[src/rtl/demux_pkg.sv]
// Shared constants and state encoding for the 1:4 round-robin dispatcher.
package demux_pkg;

    localparam int unsigned NUM_CH = 4;
    localparam int unsigned SEL_W  = 2;

    // IDLE: output register empty. HOLD: one word is waiting on channel out_sel.
    typedef enum logic {
        IDLE = 1'b0,
        HOLD = 1'b1
    } state_e;

    // One-hot decode of a channel select.
    function automatic logic [NUM_CH-1:0] sel_onehot(input logic [SEL_W-1:0] sel);
        logic [NUM_CH-1:0] oh;
        oh      = '0;
        oh[sel] = 1'b1;
        return oh;
    endfunction

endpackage

[src/rtl/demux4_dispatcher_rr_pick4.sv]
// Round-robin picker: first set bit of mask scanning ptr, ptr+1, ... with wrap 3->0.
module rr_pick4
    import demux_pkg::*;
(
    input  logic [SEL_W-1:0]  ptr,
    input  logic [NUM_CH-1:0] mask,
    output logic [SEL_W-1:0]  sel,
    output logic              any
);

    logic [NUM_CH-1:0] rot;

    // Rotate the mask so bit 0 is the channel at ptr.
    always_comb begin
        rot = '0;
        for (int i = 0; i < int'(NUM_CH); i++) begin
            rot[i] = mask[SEL_W'(ptr + SEL_W'(i))];
        end
    end

    // Scan from the far end so the nearest set bit wins; sel is don't-care when mask is zero.
    always_comb begin
        sel = ptr;
        for (int i = int'(NUM_CH) - 1; i >= 0; i--) begin
            if (rot[i]) begin
                sel = SEL_W'(ptr + SEL_W'(i));
            end
        end
    end

    assign any = |mask;

endmodule

[src/rtl/demux4_dispatcher.sv]
// Round-robin 1:4 dispatcher: one-word output register, select/valid for a 1:4 demux.
module demux4_dispatcher
    import demux_pkg::*;
#(
    parameter int unsigned DATA_W = 8,
    parameter int unsigned CNT_W  = 16
) (
    input  logic              clk,
    input  logic              rst_n,
    input  logic              in_valid,
    output logic              in_ready,
    input  logic [DATA_W-1:0] in_data,
    input  logic [NUM_CH-1:0] ch_en,
    output logic [NUM_CH-1:0] out_valid,
    input  logic [NUM_CH-1:0] out_ready,
    output logic [DATA_W-1:0] out_data,
    output logic [SEL_W-1:0]  out_sel,
    output logic [CNT_W-1:0]  word_cnt,
    output logic              busy
);

    state_e             state_q, state_d;
    logic [SEL_W-1:0]   ptr_q,   ptr_d;
    logic [SEL_W-1:0]   sel_q,   sel_d;
    logic [DATA_W-1:0]  data_q,  data_d;
    logic [CNT_W-1:0]   cnt_q,   cnt_d;
    logic               run_q,   run_d;

    logic [SEL_W-1:0]   pick_ptr;
    logic [SEL_W-1:0]   pick_sel;
    logic               pick_any;
    logic               out_fire;
    logic               in_fire;

    // Back-to-back reloads continue from the channel after the one just served.
    assign pick_ptr = (state_q == HOLD) ? SEL_W'(sel_q + SEL_W'(1)) : ptr_q;

    rr_pick4 u_pick (
        .ptr  (pick_ptr),
        .mask (ch_en),
        .sel  (pick_sel),
        .any  (pick_any)
    );

    // Handshake decode; run_q keeps in_ready low while reset is asserted.
    always_comb begin
        in_ready = 1'b0;
        out_fire = 1'b0;
        if (state_q == HOLD) begin
            out_fire = out_ready[sel_q];
            in_ready = run_q & out_ready[sel_q] & pick_any;
        end else begin
            in_ready = run_q & pick_any;
        end
        in_fire = in_valid & in_ready;
    end

    // Next-state, pointer, held word and counter.
    always_comb begin
        state_d = state_q;
        ptr_d   = ptr_q;
        sel_d   = sel_q;
        data_d  = data_q;
        cnt_d   = cnt_q;
        run_d   = 1'b1;
        case (state_q)
            IDLE: begin
                if (in_fire) begin
                    data_d  = in_data;
                    sel_d   = pick_sel;
                    state_d = HOLD;
                end
            end
            HOLD: begin
                if (out_fire) begin
                    cnt_d = CNT_W'(cnt_q + CNT_W'(1));
                    ptr_d = SEL_W'(sel_q + SEL_W'(1));
                    if (in_fire) begin
                        data_d  = in_data;
                        sel_d   = pick_sel;
                        state_d = HOLD;
                    end else begin
                        state_d = IDLE;
                    end
                end
            end
            default: begin
                state_d = IDLE;
            end
        endcase
    end

    // State and datapath registers.
    always_ff @(posedge clk or negedge rst_n) begin
        if (!rst_n) begin
            state_q <= IDLE;
            ptr_q   <= '0;
            sel_q   <= '0;
            data_q  <= '0;
            cnt_q   <= '0;
            run_q   <= 1'b0;
        end else begin
            state_q <= state_d;
            ptr_q   <= ptr_d;
            sel_q   <= sel_d;
            data_q  <= data_d;
            cnt_q   <= cnt_d;
            run_q   <= run_d;
        end
    end

    // Output decode from registered state only.
    always_comb begin
        out_valid = '0;
        if (state_q == HOLD) begin
            out_valid = sel_onehot(sel_q);
        end
    end

    assign out_data = data_q;
    assign out_sel  = sel_q;
    assign word_cnt = cnt_q;
    assign busy     = (state_q == HOLD);

endmodule

[config.mk]
export PLATFORM = sky130hd
export DESIGN_NAME = demux4_dispatcher
export DESIGN_NICKNAME = d
export VERILOG_FILES = /design/src/rtl/demux_pkg.sv /design/src/rtl/demux4_dispatcher_rr_pick4.sv /design/src/rtl/demux4_dispatcher.sv
export SDC_FILE = /design/constraint.sdc
export NUM_CORES = 1
export LEC_CHECK = 0
export CAP_MARGIN = 10
export CORE_MARGIN = 1
export CORE_UTILIZATION = 40
export DETAILED_ROUTE_END_ITERATION = 10
export PLACE_DENSITY_LB_ADDON = 0.3
export SKIP_CTS_REPAIR_TIMING = 1
export SYNTH_ARGS = -nofsm -noshare
export SYNTH_HDL_FRONTEND = slang
export SYNTH_SLANG_ARGS = --single-unit
[constraint.sdc]
create_clock -name clk -period 1.9 [get_ports clk]
set_input_delay 0.38 -clock clk [delete_from_list [all_inputs] [get_ports clk]]
set_output_delay 0.38 -clock clk [all_outputs]
set_load 0.02 [all_outputs]
==> out/qor.txt, run 1 <==
======================================================================================
Number of nets still failing antenna checks after routing ...............            0
Post-DR wirelength/cell .................................................      14.8 um
Data arrival time of the worst path .....................................      1.57 ns
Tightest Hold Check Type ................................................ primary input to asynchronous set/reset pin
Slowest stage cell, crit path ........................................... sky130_fd_sc_hd__mux4_2
Deepest level of the CTS H-tree .........................................            2
Congestion Overflow GR ..................................................            0
Post-Place Cell Area .................................................... 0.00216 mm^2
Worst-case register-to-register setup slack .............................      0.02 ns
Critical Path Max Stage Delay ...........................................      0.52 ns
Cells after synthesis ...................................................          126
Count of distinct cell types in the synthesized netlist .................           34
Net count reported at finish ............................................          221
Overall die area ........................................................ 0.00403 mm^2
Timing-limited maximum frequency ........................................      512 MHz
Min Clock Period, post-route ............................................      1.95 ns
Total standard cell area after synthesis ................................ 0.00151 mm^2
Number of standard cells in the final layout excluding fillers ..........          243
Failing checks .......................................................... negative setup slack
RSZ-0062 raised after global routing ....................................          yes
Share of final-layout standard cells stronger than drive strength 1 .....        21.8%
Clk slew on worst S/H paths .............................................      0.07 ns
Final hold violation count ..............................................            0
TritonCTS Buffers .......................................................            5
Number of cells on the worst reg-to-reg path ............................            5
Type of element launching the critical path .............................         flop
Beginning of the critical path .......................................... out_sel[0]$_DFFE_PN0P_
Status .................................................................. finished with violations
CTS tree ................................................................         done
Final clock skew ........................................................    0.0115 ns
Num ports ...............................................................           51
Number of antenna diodes ................................................            0
Critical Path End .......................................................     in_ready
Final std cell area, no fill ............................................ 0.00234 mm^2
Number of antenna violations at the first check in global routing .......            0
Core outline area ....................................................... 0.00347 mm^2
Crit-path max FO ........................................................            2
PD cells ................................................................ 1260 mW/mm^2
Setup ws final ..........................................................   -0.0513 ns
First DRT Iteration DRCs ................................................           44
Worst-case hold slack ...................................................     0.484 ns
Number of failing setup endpoints in the final timing report ............            1
Dominant register cell in the synthesized netlist ....................... sky130_fd_sc_hd__dfrtp_1
CP Class ................................................................ flop to output port
Ordered cell list for the critical path ................................. mux4_2 > o211a_1 > clkbuf_2
Post-synth net total ....................................................          150
Dpl hpwl ................................................................      2530 um
Routed WL ...............................................................      3600 um
Clock root buffer ....................................................... sky130_fd_sc_hd__clkbuf_8
Critical Path End Type ..................................................  output port
Number of vias after detailed routing ...................................         1250
Period utilisation layout ...............................................         103%
Number of enable flip-flop cells after synthesis ........................            0
Layout overhead on the synthesized area .................................        55.1%
Pre-antenna DRT Iters ...................................................            4
CTS Sinks ...............................................................           30
Dpl ws ..................................................................    -0.540 ns
Ys Warns ................................................................            0
Global-route wire length before repair ..................................      5840 um
Maximum number of pins on one net before global-route repair ............           31
Register bit count reported by yosys ....................................           30
Final count of pins violating max slew ..................................            0
Reg-to-Reg End .......................................................... out_data[4]$_DFFE_PN0P_
Weighted congestion reported at the end of routability-driven placement .        0.813
Crit path required time .................................................      1.52 ns
Buffers from clock root to sink, at most ................................            2
Insertion delay of the later-clocked pin in the worst-skew pair .........      0.28 ns
Number of buffer cells added on primary ports ...........................           50
Post-Synthesis Mean Instance Area .......................................    12.0 um^2
DRC viols ...............................................................            0
Worst supply voltage drop on vdd ........................................     0.667 mV
Initial Util ............................................................        43.6%
Vias per std cell .......................................................         5.14
Global router's overall resource usage ..................................        19.0%
Die height ..............................................................      63.5 um
Number of cell rows .....................................................           21
FFs w/ async S/R, synth .................................................         100%
Die width ...............................................................      63.5 um
Via count of the first global-routing pass ..............................         1309
Cell total after placement ..............................................          233
Register area share after synthesis .....................................        49.7%
Static Leakage ..........................................................      1.16 nW
Launch point of the worst reg-to-reg path ............................... out_sel[0]$_DFFE_PN0P_
Number of maximum-capacitance constraint violations .....................            0
======================================================================================
-- placed cells by master, fill, tap and decap left out, types with 2 or more instances in the layout --
cell type	instances
sky130_fd_sc_hd__xnor2_1	13
sky130_fd_sc_hd__buf_4	15
sky130_fd_sc_hd__a31oi_1	3
sky130_fd_sc_hd__a21oi_1	2
sky130_fd_sc_hd__mux2_4	8
sky130_fd_sc_hd__o21ai_0	4
sky130_fd_sc_hd__buf_6	2
sky130_fd_sc_hd__dfrtp_2	2
sky130_fd_sc_hd__xor2_1	2
sky130_fd_sc_hd__ha_1	5
sky130_fd_sc_hd__inv_1	4
sky130_fd_sc_hd__clkdlybuf4s50_1	36
sky130_fd_sc_hd__nor3_1	2
sky130_fd_sc_hd__nand4_1	4
sky130_fd_sc_hd__mux2_2	3
sky130_fd_sc_hd__nand3_1	7
sky130_fd_sc_hd__nor2b_1	2
sky130_fd_sc_hd__nand2b_1	2
sky130_fd_sc_hd__clkbuf_8	6
sky130_fd_sc_hd__dlymetal6s2s_1	13
sky130_fd_sc_hd__and3_1	4
sky130_fd_sc_hd__and2_1	6
sky130_fd_sc_hd__nand2_1	7
sky130_fd_sc_hd__dfrtp_1	28
-- per-layer routing --
layer,share of wire [%],global-route usage (%)
met1,41,21.7
met2,50,32.4
met3,6.3,6.34
met4,2.4,7.67
met5,0,0
-- through the flow --
stage / power (mW) / TNS (ns) / util (%)
after floorplan: 1.71 / 0 / -
after global placement: 2.30 / -6.21 / 62.4
after detailed placement: 2.34 / -7.06 / 62.4
after CTS: 2.86 / -2.55 / 64.9
after global routing: 3.14 / -0.175 / 67.6
final: 2.96 / -0.0513 / 67.6
-- worst max-delay path, delay by kind of cell, from the launching register on --
kind	cells	cell delay, ns
buffers and inverters	1	0.15
multiplexers	1	0.52
flip-flops	1	0.38
AO/OA/AOI/OAI	1	0.23
-- where the power goes --
| group | total [mW] | switching (mW) | internal, mW |
|---|---|---|---|
| sequential | 0.990 | 0.179 | 0.811 |
| combinational | 1.46 | 0.686 | 0.774 |
| clock | 0.511 | 0.224 | 0.287 |
-- logic make-up after synthesis --
group / count (synthesis) / synth area share, %
adder cells (fa/ha/maj): 5 / 4.14
flip-flops: 30 / 49.7
AND/OR/NAND/NOR: 37 / 13.5
buffers and inverters: 8 / 3.06
XOR/XNOR: 15 / 8.69
multiplexers: 14 / 12.3
AO/OA/AOI/OAI: 16 / 8.44
other: 1 / 0.248
-- worst min path at each step --
stage / depth (start not counted) / slack (ns) / to / start
2_1_floorplan: 0 / 0.08 / busy$_DFF_PN0_ / rst_n
3_3_place_gp: 1 / 0.46 / word_cnt[15]$_DFFE_PN0P_ / word_cnt[15]$_DFFE_PN0P_
3_5_place_dp: 1 / 0.49 / word_cnt[14]$_DFFE_PN0P_ / word_cnt[14]$_DFFE_PN0P_
4_1_cts: 2 / 0.49 / out_sel[1]$_DFFE_PN0P_ / rst_n
5_1_grt: 2 / 0.52 / word_cnt[11]$_DFFE_PN0P_ / rst_n
6_report: 2 / 0.48 / out_sel[1]$_DFFE_PN0P_ / rst_n
-- cell type report --
type / instances / area, um^2
flip-flops and latches: 30 / 753
multi-input cells: 88 / 749
clock buffers: 7 / 86.3
inverters: 4 / 15.0
repair buffers: 68 / 683
well taps: 46 / 57.6
fillers: 282 / 1120
-- sequential cells by signal, indices dropped and copies added (netlist names) --
signal    count
ptr_q         2
out_sel       2
word_cnt     16
busy          1
out_data      8
run_q         1
-- Yosys cell counts, drive strengths merged (3+ instances only) --
master | n | area (um^2)
dfrtp | 30 | 751
xnor2 | 13 | 114
mux2 | 11 | 143
nand2 | 7 | 26.3
nand3 | 7 | 35.0
and2 | 6 | 37.5
ha | 5 | 62.6
and3 | 4 | 25.0
inv | 4 | 15.0
nand4 | 4 | 25.0
o21ai | 4 | 20.0
a31oi | 3 | 18.8
buf | 3 | 27.5
Power figures use the tool's default switching activity.
==> run 2, diff against run 1 <==
CTS_CLUSTER_SIZE = 28   (was unset)
MAX_ROUTING_LAYER = met4   (was unset)
TNS_END_PERCENT = 5   (was unset)
==> out/qor.txt, run 2 (synthesis results as in run 1) <==
======================================================================================
Status .................................................................. finished with violations
Failing checks .......................................................... negative setup slack
Min Clock Period, post-route ............................................      2.04 ns   +0.0903 ns
Number of vias after detailed routing ...................................         1236   -1.1%
Number of cell rows .....................................................           21   unchanged
Weighted congestion reported at the end of routability-driven placement .        0.825   +1.5%
Number of maximum-capacitance constraint violations .....................            0   unchanged
Tightest Hold Check Type ................................................ primary input to asynchronous set/reset pin
Via count of the first global-routing pass ..............................         1313   +0.31%
Congestion Overflow GR ..................................................            0   unchanged
Commonest non-fill, non-tap cell in the layout .......................... sky130_fd_sc_hd__clkdlybuf4s50_1
Layout overhead on the synthesized area .................................        50.2%
Initial Util ............................................................        43.6%   unchanged
Insertion delay of the later-clocked pin in the worst-skew pair .........      0.28 ns   about the same
Data arrival time of the worst path .....................................      1.66 ns   +0.09 ns
Max reg flops ...........................................................           16   unchanged
Crit-path max FO ........................................................            2   unchanged
Crit path required time .................................................      1.52 ns   about the same
Worst-case hold slack ...................................................     0.489 ns   +0.00469 ns
Number of antenna diodes ................................................            0   unchanged
Worst-case register-to-register setup slack .............................         0 ns   -0.02 ns
CP Class ................................................................ primary input to output port
CTS tree ................................................................         done
Share of final-layout standard cells stronger than drive strength 1 .....        20.1%   -1.7 points
Most used cells in the layout excluding fill and tap cells .............. sky130_fd_sc_hd__clkdlybuf4s50_1 (43), sky130_fd_sc_hd__dfrtp_1 (28), sky130_fd_sc_hd__buf_4 (14)
Number of nets still failing antenna checks after routing ...............            0   unchanged
Number of antenna violations at the first check in global routing .......            0   unchanged
RSZ-0062 raised after global routing ....................................          yes
Num ports ...............................................................           51   unchanged
Overall die area ........................................................ 0.00403 mm^2   unchanged
Dpl hpwl ................................................................      2530 um   unchanged
Reg-to-Reg End .......................................................... out_data[7]$_DFFE_PN0P_
First DRT Iteration DRCs ................................................           64   +45%
Number of failing setup endpoints in the final timing report ............            9   +8
Pre-antenna DRT Iters ...................................................            4   unchanged
Setup ws final ..........................................................    -0.142 ns   -0.0903 ns
TritonCTS Buffers .......................................................            5   unchanged
Die height ..............................................................      63.5 um   unchanged
Number of buffer cells added on primary ports ...........................           50   unchanged
Clock root buffer ....................................................... sky130_fd_sc_hd__clkbuf_8
Global-route wire length before repair ..................................      5850 um   +0.12%
Static Leakage ..........................................................      1.06 nW   -8.5%
Final count of pins violating max slew ..................................            0   unchanged
Die width ...............................................................      63.5 um   unchanged
Maximum number of pins on one net before global-route repair ............           31   unchanged
CTS Sinks ...............................................................           30   unchanged
Type of element launching the critical path ............................. primary input
Final core area utilization .............................................        65.4%   -2.2 points
Launch point of the worst reg-to-reg path ............................... out_sel[0]$_DFFE_PN0P_
Routed WL ...............................................................      3440 um   -4.4%
Deepest level of the CTS H-tree .........................................            2   unchanged
Clk slew on worst S/H paths .............................................      0.06 ns   about the same
Vias per std cell .......................................................         5.15   +0.12%
Period utilisation layout ...............................................         107%   +4.8 points
Net count reported at finish ............................................          218   -1.4%
Core outline area ....................................................... 0.00347 mm^2   unchanged
Final clock skew ........................................................   0.00753 ns   -0.00399 ns
Post-DR wirelength/cell .................................................      14.3 um   -3.3%
Timing-limited maximum frequency ........................................      490 MHz   -4.4%
Final hold violation count ..............................................            0   unchanged
Worst supply voltage drop on vdd ........................................     0.645 mV   -3.3%
Number of cells on the worst reg-to-reg path ............................            5   unchanged
PD cells ................................................................ 1260 mW/mm^2   -0.25%
Critical Path End Type ..................................................  output port
Global router's overall resource usage ..................................        19.6%   +0.54 points
DRC viols ...............................................................            0   unchanged
Buffers from clock root to sink, at most ................................            2   unchanged
======================================================================================
[run 2: cell count changes in the layout (fill, tap and decap cells not counted), sizes merged]
| cell | delta |
|---|---|
| dlymetal6s2s | -7 |
| buf | -3 |
| clkdlybuf4s50 | +7 |
[run 2: metrics by stage]
step	area, um^2	TNS (ns)	setup WS [ns]	power (mW)	instances
floorplan	1510	0	0.0136	1.71	126
global placement	2160	-6.21	-0.530	2.30	233
detailed placement	2160	-7.06	-0.540	2.34	233
CTS	2250	-2.55	-0.551	2.86	240
global route	2270	-1.08	-0.157	3.04	240
finish	2270	-0.785	-0.142	2.86	240
[run 2: layer usage]
metal  vias up  wire length (um)  track usage [%]
met5         -                 0                -
met4         0                63             7.67
met3         9               207             5.98
met2        48              1740             32.2
met1       594              1430             22.1
li1        585                 -                -
[run 2: worst max path at each step]
stage	end	slack (ns)	start	depth (start not counted)
2_1_floorplan	out_data[2]$_DFFE_PN0P_	0.01	out_sel[0]$_DFFE_PN0P_	4
3_3_place_gp	in_ready	-0.53	out_ready[0]	4
3_5_place_dp	in_ready	-0.54	out_ready[0]	4
4_1_cts	in_ready	-0.55	out_ready[0]	4
5_1_grt	in_ready	-0.16	ch_en[0]	4
6_report	in_ready	-0.14	ch_en[0]	4
[run 2: where the power goes]
part	leakage, nW	total (mW)	internal, mW	switching [mW]
sequential	0.377	0.982	0.811	0.171
combinational	0.639	1.37	0.715	0.656
clock	0.0443	0.506	0.287	0.219
total	1.06	2.86	1.81	1.05
[run 2: worst max-delay path, stage by stage]
cell and delay [ns]:
sky130_fd_sc_hd__clkdlybuf4s50_1 0.43, sky130_fd_sc_hd__or4_4 0.55, sky130_fd_sc_hd__o211a_1 0.15, sky130_fd_sc_hd__clkbuf_2 0.15
[run 2: final cells by class]
| class | instances | area [um^2] |
|---|---|---|
| sequential | 30 | 753 |
| tap | 46 | 57.6 |
| inverter | 4 | 15.0 |
| timing repair buffer | 65 | 636 |
| fill | 298 | 1200 |
| multi-input combinational | 88 | 722 |
| clock buffer | 7 | 86.3 |
==> run 3, diff against run 2 <==
CORE_MARGIN = unset   (was 1)
CORE_UTILIZATION = 35   (was 40)
==> out/qor.txt, run 3 (synthesis results as in run 1) <==
======================================================================================
Status .................................................................. finished with violations
Failing checks .......................................................... negative setup slack
Worst supply voltage drop on vdd ........................................     0.586 mV   -9.1%
Clk slew on worst S/H paths .............................................      0.06 ns   about the same
Dpl hpwl ................................................................      2620 um   +3.3%
Layout overhead on the synthesized area .................................        51.4%
Worst-case register-to-register setup slack .............................     -0.01 ns   about the same
Most used cells in the layout excluding fill and tap cells .............. sky130_fd_sc_hd__clkdlybuf4s50_1 (45), sky130_fd_sc_hd__dfrtp_1 (28), sky130_fd_sc_hd__buf_4 (14)
Number of antenna diodes ................................................            0   unchanged
Deepest level of the CTS H-tree .........................................            2   unchanged
Insertion delay of the later-clocked pin in the worst-skew pair .........      0.28 ns   about the same
Tightest Hold Check Type ................................................ flop to flop
Die height ..............................................................      67.7 um   +6.7%
Crit-path max FO ........................................................            2   unchanged
RSZ-0062 raised after global routing ....................................          yes
CTS tree ................................................................         done
Cell total after placement ..............................................          237   +1.7%
Post-DR wirelength/cell .................................................      14.1 um   -1.5%
Number of standard cells in the final layout excluding fillers ..........          245   +2.1%
Max reg flops ...........................................................           16   unchanged
Num ports ...............................................................           51   unchanged
TritonCTS Buffers .......................................................            5   unchanged
Core outline area ....................................................... 0.00409 mm^2   +18%
DRC viols ...............................................................            0   unchanged
Congestion Overflow GR ..................................................            0   unchanged
Final count of pins violating max slew ..................................            0   unchanged
Final std cell area, no fill ............................................ 0.00229 mm^2   +0.83%
Pre-antenna DRT Iters ...................................................            4   unchanged
Share of final-layout standard cells stronger than drive strength 1 .....        21.0%   +0.92 points
Number of vias after detailed routing ...................................         1225   -0.89%
Number of cells on the worst reg-to-reg path ............................            5   unchanged
Min Clock Period, post-route ............................................      2.05 ns   +0.00927 ns
Type of element launching the critical path ............................. primary input
Data arrival time of the worst path .....................................      1.67 ns   about the same
Buffers from clock root to sink, at most ................................            2   unchanged
Post-Place Cell Area .................................................... 0.00217 mm^2   +0.23%
Clock root buffer ....................................................... sky130_fd_sc_hd__clkbuf_8
Crit path required time .................................................      1.52 ns   about the same
Dpl ws ..................................................................    -0.527 ns   +0.0128 ns
Number of failing setup endpoints in the final timing report ............            9   unchanged
Weighted congestion reported at the end of routability-driven placement .        0.860   +4.2%
Worst-case hold slack ...................................................     0.472 ns   -0.0169 ns
Via count of the first global-routing pass ..............................         1298   -1.1%
Critical Path End Type ..................................................  output port
PD cells ................................................................ 1270 mW/mm^2   +1.0%
CTS Sinks ...............................................................           30   unchanged
Period utilisation layout ...............................................         108%   +0.49 points
Launch point of the worst reg-to-reg path ............................... out_sel[0]$_DFFE_PN0P_
Die width ...............................................................      67.7 um   +6.7%
Final clock skew ........................................................   0.00787 ns   +0.000336 ns
Static Leakage ..........................................................      1.04 nW   -1.6%
Number of antenna violations at the first check in global routing .......            0   unchanged
Vias per std cell .......................................................         5.00   -2.9%
Setup ws final ..........................................................    -0.151 ns   -0.00927 ns
Commonest non-fill, non-tap cell in the layout .......................... sky130_fd_sc_hd__clkdlybuf4s50_1
Global router's overall resource usage ..................................        17.7%   -1.9 points
Maximum number of pins on one net before global-route repair ............           31   unchanged
First DRT Iteration DRCs ................................................           56   -13%
Final core area utilization .............................................        56.0%   -9.4 points
Reg-to-Reg End .......................................................... out_data[0]$_DFFE_PN0P_
Number of nets still failing antenna checks after routing ...............            0   unchanged
Global-route wire length before repair ..................................      5750 um   -1.8%
Ordered cell list for the critical path ................................. clkdlybuf4s50_1 > or4_1 > o211a_1 > clkbuf_2
Number of maximum-capacitance constraint violations .....................            0   unchanged
Overall die area ........................................................ 0.00459 mm^2   +14%
Critical Path Max Stage Delay ...........................................      0.57 ns   +0.02 ns
Timing-limited maximum frequency ........................................      488 MHz   -0.45%
Initial Util ............................................................        37.0%   -6.6 points
Slowest stage cell, crit path ........................................... sky130_fd_sc_hd__or4_1
Number of buffer cells added on primary ports ...........................           50   unchanged
Routed WL ...............................................................      3460 um   +0.52%
Number of cell rows .....................................................           23   +9.5%
Net count reported at finish ............................................          218   unchanged
Final hold violation count ..............................................            0   unchanged
CP Class ................................................................ primary input to output port
Beginning of the critical path ..........................................     ch_en[0]
Critical Path End .......................................................     in_ready
======================================================================================
-- run 3: cell count changes in the layout (fill, tap and decap cells not counted) --
cell                              before  now
sky130_fd_sc_hd__o21ai_0               4    3
sky130_fd_sc_hd__dlymetal6s2s_1        6    4
sky130_fd_sc_hd__and3_2                0    1
sky130_fd_sc_hd__o21ai_1               0    1
sky130_fd_sc_hd__or4_4                 1    0
sky130_fd_sc_hd__clkinv_2              0    1
sky130_fd_sc_hd__mux2i_4               0    1
sky130_fd_sc_hd__mux2i_2               1    0
sky130_fd_sc_hd__clkdlybuf4s50_1      43   45
sky130_fd_sc_hd__o32ai_1               1    0
sky130_fd_sc_hd__or4_1                 0    1
sky130_fd_sc_hd__and3_1                4    3
sky130_fd_sc_hd__o32ai_2               0    1
-- run 3: area by class of cell --
| type | instances | area (um^2) |
|---|---|---|
| clock buffer | 7 | 86.3 |
| clock inverter | 1 | 5.00 |
| fill | 350 | 1800 |
| inverter | 4 | 15.0 |
| multi-input combinational | 88 | 736 |
| sequential | 30 | 753 |
| tap | 50 | 62.6 |
| timing repair buffer | 65 | 631 |
-- run 3: worst min path at each step --
stage | start | to | slack (ns) | cells past startpoint
floorplan | rst_n | busy$_DFF_PN0_ | 0.08 | 0
CTS | word_cnt[15]$_DFFE_PN0P_ | word_cnt[15]$_DFFE_PN0P_ | 0.48 | 1
detailed placement | word_cnt[15]$_DFFE_PN0P_ | word_cnt[15]$_DFFE_PN0P_ | 0.47 | 1
finish | word_cnt[15]$_DFFE_PN0P_ | word_cnt[15]$_DFFE_PN0P_ | 0.47 | 1
global placement | word_cnt[15]$_DFFE_PN0P_ | word_cnt[15]$_DFFE_PN0P_ | 0.47 | 1
global route | word_cnt[15]$_DFFE_PN0P_ | word_cnt[15]$_DFFE_PN0P_ | 0.49 | 1
-- run 3: layer usage --
layer	vias to the layer above	part of all wire (%)	track usage [%]	wire, um
met5	-	0	-	0
met4	0	1.1	6.91	37
met3	5	3.8	4.05	133
met2	37	52	31.6	1780
met1	597	43	18.6	1500
li1	586	-	-	-
-- run 3: power breakdown --
part | total (mW) | internal [mW] | leakage, nW | switching, mW
combinational | 1.41 | 0.741 | 0.619 | 0.669
sequential | 0.974 | 0.811 | 0.377 | 0.164
clock | 0.527 | 0.292 | 0.0482 | 0.235
-- run 3: worst max-delay path: cells and delay by family --
kind / cells / cell delay (ns)
buffers and inverters: 2 / 0.57
AO/OA/AOI/OAI: 1 / 0.15
AND/OR/NAND/NOR: 1 / 0.57
-- run 3: per-stage QoR --
step | setup TNS [ns] | power (mW)
CTS | -2.42 | 2.89
detailed placement | -6.71 | 2.35
floorplan | 0 | 1.71
global route | -1.43 | 3.09
global placement | -5.99 | 2.29
finish | -0.912 | 2.91
==> variant 1, RTL diff (flow settings as in run 2) <==
Set the parameter `DATA_W` to 6 (it was 8).
--- a/src/rtl/demux4_dispatcher.sv
+++ b/src/rtl/demux4_dispatcher.sv
@@ -3,5 +3,5 @@
     import demux_pkg::*;
 #(
-    parameter int unsigned DATA_W = 8,
+    parameter int unsigned DATA_W = 6,
     parameter int unsigned CNT_W  = 16
 ) (
Interface: changed (resized in_data and out_data); port bits go from 51 to 47. No check against the original RTL was run, so the function may have changed too.
==> variant 1 against run 2 <==
  * The flow still finishes with violations (negative setup slack)
  * Critical path depth did not move
  * Design area down 7.5%
  * Routed wire length down 5.7%
  * First-iteration DRC count is 50% lower
  * Sequential cell count fell by 2
  * Area after synthesis decreased by 5.5%
  * Worst setup slack gained 0.032 ns
  * Power is 16% lower
  * Die area decreased by 5.3%
  * Global-route usage fell by 0.69 points
  * Combinational power down 8%
  * Cell count down 2.1%
==> variant 1: results (changes against run 2) <==
Routing
  • Via/cell ratio: 4.940 (was 5.150)
  • Iter 0 DRT Violations: 32 (was 64)
  • Initial DRT Pass Iterations: 4 (unchanged)
  • Final WL: 3.244 mm (was 3.439 mm)

Worst setup path
  • Critical Path AT: 1.63 ns (was 1.66 ns)
  • Top delay family on crit path: buffers and inverters (unchanged)
  • Crit-path slowest cell: mux4_2 (was or4_4)
  • Reg2Reg Depth: 5 (unchanged)
  • Max stage delay on crit path: 0.47 ns (was 0.55 ns)
  • Largest fanout on the critical path: 2 (unchanged)

Logic synthesis
  • Post-synthesis adder-cell area fraction: 4.378% (was 4.139%)
  • Net Count, Synth: 147 (was 150)
  • Post-synth top cells: dfrtp_1 (28), nand2_1 (15), xnor2_1 (9) (was dfrtp_1 (30), xnor2_1 (13), nand2_1 (7), nand3_1 (7))
  • Post-synthesis compound-gate area fraction: 7.793% (was 8.444%)
  • Mux share of post-synthesis cell area: 9.019% (was 12.25%)
  • Synth Area in XOR/XNOR: 9.194% (was 8.692%)
  • Post-synthesis sequential area ratio: 49.04% (was 49.67%)
  • Area contributors post-synth: dfrtp_1 (49%), xnor2_1 (5.5%), mux2_4 (5.3%) (was dfrtp_1 (50%), xnor2_1 (7.5%), mux2_4 (5.0%))
  • YS warnings: 0 (unchanged)
  • Yosys cell types: 36 (was 34)
  • FFs w/ async S/R, synth: 100.0% (unchanged)

Clock tree
  • Worst-Skew Late Latency: 0.32 ns (was 0.28 ns)
  • Clock-pin slew on the worst setup and hold paths: 0.15 ns (was 0.06 ns)
  • CTS Buf Count: 3 (was 5)
  • H-tree depth: 1 (was 2)
  • Root buffer cell: clkbuf_4 (was clkbuf_8)
  • CTS Buffer Depth: 2 (unchanged)

Global route
  • All-Layer GR Usage: 18.88% (was 19.57%)
  • Largest net degree at the start of global routing: 29 (was 31)
  • Vias in the first global route: 1121 (was 1313)
  • Global-route wire length before repair: 4.995 mm (was 5.851 mm)
  • Initial antenna violation count: 0 (unchanged)

Placed design
  • Final Wtd Congestion: 0.7741 (was 0.8253)
  • Hpwl dp: 2.523 mm (was 2.534 mm)
  • Number of port buffers: 46 (was 50)
  • Pre-CTS setup slack: -0.5352 ns (was -0.5402 ns)

STA
  • Worst setup slack after layout: -0.1094 ns (was -0.1417 ns)
  • Final setup viols: 7 (was 9)
  • Fin Setup TNS: -0.2279 ns (was -0.7853 ns)
  • Clk_skew: 0.007255 ns (was 0.007530 ns)

Pwr
  • Cell leakage power: 0.9959 nW (was 1.061 nW)
  • Peak VDD IR: 0.7523 mV (was 0.6448 mV)

Flow run
  • Maxcap violations: 0 (unchanged)

Finish
  • Total Nets Final: 212 (was 218)
  • Ant diodes: 0 (unchanged)
  • Share of post-route cells with drive strength above 1: 21.69% (was 20.10%)
  • Number of flip-flops in the largest register: 16 (unchanged)
  • Number of fill cells: 269 (was 298)

Run status
  • Status: complete, but fails checks (unchanged)
  • Failing checks: negative setup slack (unchanged)

Worst hold path
  • HP Class: primary input to async pin (unchanged)

Floorplan
  • Die outline width: 61.77 um (was 63.47 um)
[variant 1: cell count changes after synthesis, sizes merged, moves of 4 or more]
| cell | delta |
|---|---|
| nand3 | -4 |
| xor2 | +4 |
| mux2 | -5 |
| xnor2 | -4 |
| nor3 | +4 |
| nand2 | +8 |
[variant 1: per-layer routing]
| metal | GRT usage, % | part of all wire (%) |
|---|---|---|
| met1 | 22.15 | 44 |
| met2 | 33.33 | 52 |
| met3 | 1.863 | 2.9 |
| met5 | - | 0 |
| met4 | 7.302 | 1.0 |
[variant 1: report_power, final]
group / switching [mW] / internal, mW / total, mW
sequential: 0.155 / 0.746 / 0.902
clock: 0.168 / 0.0822 / 0.250
combinational: 0.621 / 0.642 / 1.26
[variant 1: path summary, 6_finish.rpt]
path	from	end	slack, ns
worst min-delay path	rst_n	word_cnt[7]$_DFFE_PN0P_	0.41
worst max-delay path	out_ready[2]	in_ready	-0.11
worst max register to register	out_sel[0]$_DFFE_PN0P_	out_data[5]$_DFFE_PN0P_	-0.03
max in group asynchronous	rst_n	word_cnt[0]$_DFFE_PN0P_	1.21
worst min register to register	word_cnt[15]$_DFFE_PN0P_	word_cnt[15]$_DFFE_PN0P_	0.48
min in group clk	word_cnt[15]$_DFFE_PN0P_	word_cnt[15]$_DFFE_PN0P_	0.48
[variant 1: cells by family (layout without fill, tap and decap cells)]
kind of cell,after synthesis,in the layout
and+or+nand+nor,44,44
DFF,28,28
xor gates and xnor gates,15,15
AOI/OAI and AO/OA,14,14
muxes,9,9
buffers and inverters,9,73
adders and majority gates,5,5
other,1,1
[variant 1: worst register-to-register path, delay by kind of cell, from the launching register on]
| kind | cells | cell delay [ns] |
|---|---|---|
| multiplexers | 2 | 0.84 |
| AO/OA/AOI/OAI | 1 | 0.20 |
| flip-flops | 1 | 0.42 |
| buffers and inverters | 2 | 0.37 |
[variant 1: final cells by class]
type	instances	share of cell area, %
Inverter	6	1.073
Timing Repair Buffer	63	27.71
Clock buffer	4	1.251
Sequential cell	28	33.55
Tap cell	46	2.741
Multi-Input combinational cell	88	33.67
[variant 1: metrics by stage]
stage / power (mW) / cell area (um2) / hold slack (ns) / utilization (%) / cells
after floorplan: 1.561 / 1430 / 0.08441 / - / 125
after global placement: 2.107 / 2047 / 0.4552 / 60.39 / 230
after detailed placement: 2.159 / 2047 / 0.4607 / 60.39 / 230
after CTS: 2.409 / 2073 / 0.4238 / 61.17 / 234
after global routing: 2.574 / 2100 / 0.4435 / 61.94 / 235
final: 2.414 / 2100 / 0.4098 / 61.94 / 235
==> variant 2, RTL diff (flow settings as in run 2) <==
Without the edit above. Reset style: synchronous (`rst_n`), changed in one clocked block.
--- a/src/rtl/demux4_dispatcher.sv
+++ b/src/rtl/demux4_dispatcher.sv
@@ -92,5 +92,5 @@
 
     // State and datapath registers.
-    always_ff @(posedge clk or negedge rst_n) begin
+    always_ff @(posedge clk) begin
         if (!rst_n) begin
             state_q <= IDLE;
Function: differs if rst_n is asserted again (counterexample within 4 cycles, from zero or initial values and one cycle with rst_n low); with rst_n held inactive, the same outputs for 10 cycles.
==> variant 2 against run 2 <==
  * The run still ends with negative setup slack left
  * Sequential cell count did not move
  * Area after synthesis shrank 3.4%
  * Design area decreased by 2.8%
  * Critical endpoint unchanged
  * Worst setup slack got worse by 0.14 ns
  * Critical path type unchanged
  * Core utilization decreased by 0.82 points
  * Sequential share of layout area is 5.8 points lower
  * Critical path depth rose by 1
  * Routed wire length grew 11%
  * First-iteration DRC count grew 4.7%
Power is not compared: it rests on default switching activity, and its combinational part moved more than twofold at a synthesized area within 25%.
==> variant 2: results (changes against run 2) <==
Clock tree
  • Worst-Skew Late Latency: 0.32 ns (was 0.28 ns)
  • H-tree depth: 2 (unchanged)
  • CTS Buf Count: 5 (unchanged)
  • Root buffer cell: clkbuf_4 (was clkbuf_8)
  • Clock-pin slew on the worst setup and hold paths: 0.09 ns (was 0.06 ns)

Worst setup path
  • Critical Path AT: 1.80 ns (was 1.66 ns)
  • R2R setup slack: -0.03 ns (was 0 ns)
  • Critical Path Source: out_ready[2] (was ch_en[0])
  • Max stage delay on crit path: 0.48 ns (was 0.55 ns)
  • Crit-path slowest cell: mux4_2 (was or4_4)
  • Worst r2r src: out_sel[0]$_SDFFE_PN0P_ (was out_sel[0]$_DFFE_PN0P_)
  • Top delay family on crit path: buffers and inverters (unchanged)

Placed design
  • Inst Count DP: 269 (was 233)
  • Final Wtd Congestion: 0.8246 (was 0.8253)
  • Hpwl dp: 2.852 mm (was 2.534 mm)
  • Pre-CTS setup slack: -0.6359 ns (was -0.5402 ns)

Logic synthesis
  • Post-synthesis sequential area ratio: 41.13% (was 49.67%)
  • Yosys cell types: 37 (was 34)
  • Post-synth top cells: dfxtp_1 (30), nor2_1 (20), a21oi_1 (11) (was dfrtp_1 (30), xnor2_1 (13), nand2_1 (7), nand3_1 (7))
  • Avg Cell Area, Syn: 9.069 um2 (was 12.00 um2)
  • Top FF cell, synth: dfxtp_1 (was dfrtp_1)
  • FFs w/ async S/R, synth: 0% (was 100.0%)
  • Area contributors post-synth: dfxtp_1 (41%), mux2i_1 (6.9%), nor2_1 (5.1%) (was dfrtp_1 (50%), xnor2_1 (7.5%), mux2_4 (5.0%))
  • Net Count, Synth: 185 (was 150)

Global route
  • Largest net degree at the start of global routing: 13 (was 31)
  • GRT met3 Usage: 5.109% (was 5.978%)
  • All-Layer GR Usage: 21.48% (was 19.57%)
  • Vias in the first global route: 1530 (was 1313)
  • Global-route wire length before repair: 6.513 mm (was 5.851 mm)
  • Global Route met1 Usage: 23.95% (was 22.13%)
  • Initial antenna violation count: 0 (unchanged)
  • Met2 Track Usage GR: 36.01% (was 32.18%)

Run status
  • Status: complete, but fails checks (unchanged)
  • Failing checks: negative setup slack (unchanged)

Finish
  • Number of flip-flops in the largest register: 16 (unchanged)
  • Share of post-route cells with drive strength above 1: 15.28% (was 20.10%)
  • Total Nets Final: 254 (was 218)
  • Fin cells: 275 (was 240)

STA
  • Clk_skew: 0.004661 ns (was 0.007530 ns)
  • Worst setup slack after layout: -0.2772 ns (was -0.1417 ns)
  • Final Hold Fails: 0 (unchanged)
  • Final setup viols: 4 (was 9)

Routing
  • Top Metal Used: met4 (unchanged)
  • Via count: 1461 (was 1236)
  • Met2 WL: 1.905 mm (was 1.741 mm)
  • Met3 Wirelength: 213 um (was 207 um)
  • Iter 0 DRT Violations: 67 (was 64)
  • Routed WL per cell: 13.89 um (was 14.33 um)
  • Wl on met1: 1.623 mm (was 1.427 mm)

Pwr
  • Cell leakage power: 0.9252 nW
  • Peak VDD IR: 0.3872 mV

Worst hold path
  • HP Class: flip-flop to flip-flop (was primary input to async pin)
==> variant 2: through the flow <==
stage,power [mW],utilization [%],hold WS (ns),instance area [um2],setup TNS (ns)
after global placement,0.8904,62.56,0.4532,2137,-5.461
after global routing,1.327,64.62,0.5366,2207,-0.8357
after detailed placement,0.8994,62.56,0.4860,2137,-5.809
after CTS,1.272,64.07,0.5014,2188,-1.867
after floorplan,0.7823,-,0.4077,1473,0
final,1.267,64.62,0.5041,2207,-0.3438
==> variant 2: cells by family after synthesis <==
| kind of cell | synth area share [%] |
|---|---|
| buffers and inverters | 4.113 |
| and+or+nand+nor | 24.17 |
| xor gates and xnor gates | 4.799 |
| muxes | 9.169 |
| adders and majority gates | 4.284 |
| DFF | 41.13 |
| AOI/OAI and AO/OA | 12.34 |
==> variant 2: final timing paths <==
| check | end | depth (start not counted) |
|---|---|---|
| setup reg to reg | out_sel[0]$_SDFFE_PN0P_ | 7 |
| hold / removal | word_cnt[1]$_SDFFE_PN0P_ | 2 |
| hold reg to reg | word_cnt[1]$_SDFFE_PN0P_ | 2 |
| setup / recovery | in_ready | 5 |
==> variant 2: area by class of cell <==
| cell class | instances | area, um2 |
|---|---|---|
| Fill cell | 289 | 1209 |
| Sequential cell | 30 | 604.3 |
| Timing Repair Buffer | 70 | 651.9 |
| Multi-Input combinational cell | 117 | 819.5 |
| Tap cell | 46 | 57.56 |
| Inverter | 6 | 22.52 |
| Clock buffer | 6 | 51.30 |
==> variant 2: where the power goes <==
part           internal (mW)  switching [mW]
Sequential             0.645         0.00990
Combinational          0.121           0.116
Clock                  0.167           0.209
Total                  0.932           0.335
==> variant 2: tightest hold or removal path: stages, from the launching register on <==
cell and delay (ns):
dfxtp_1 0.35, nand2_1 0.06, a21oi_1 0.06
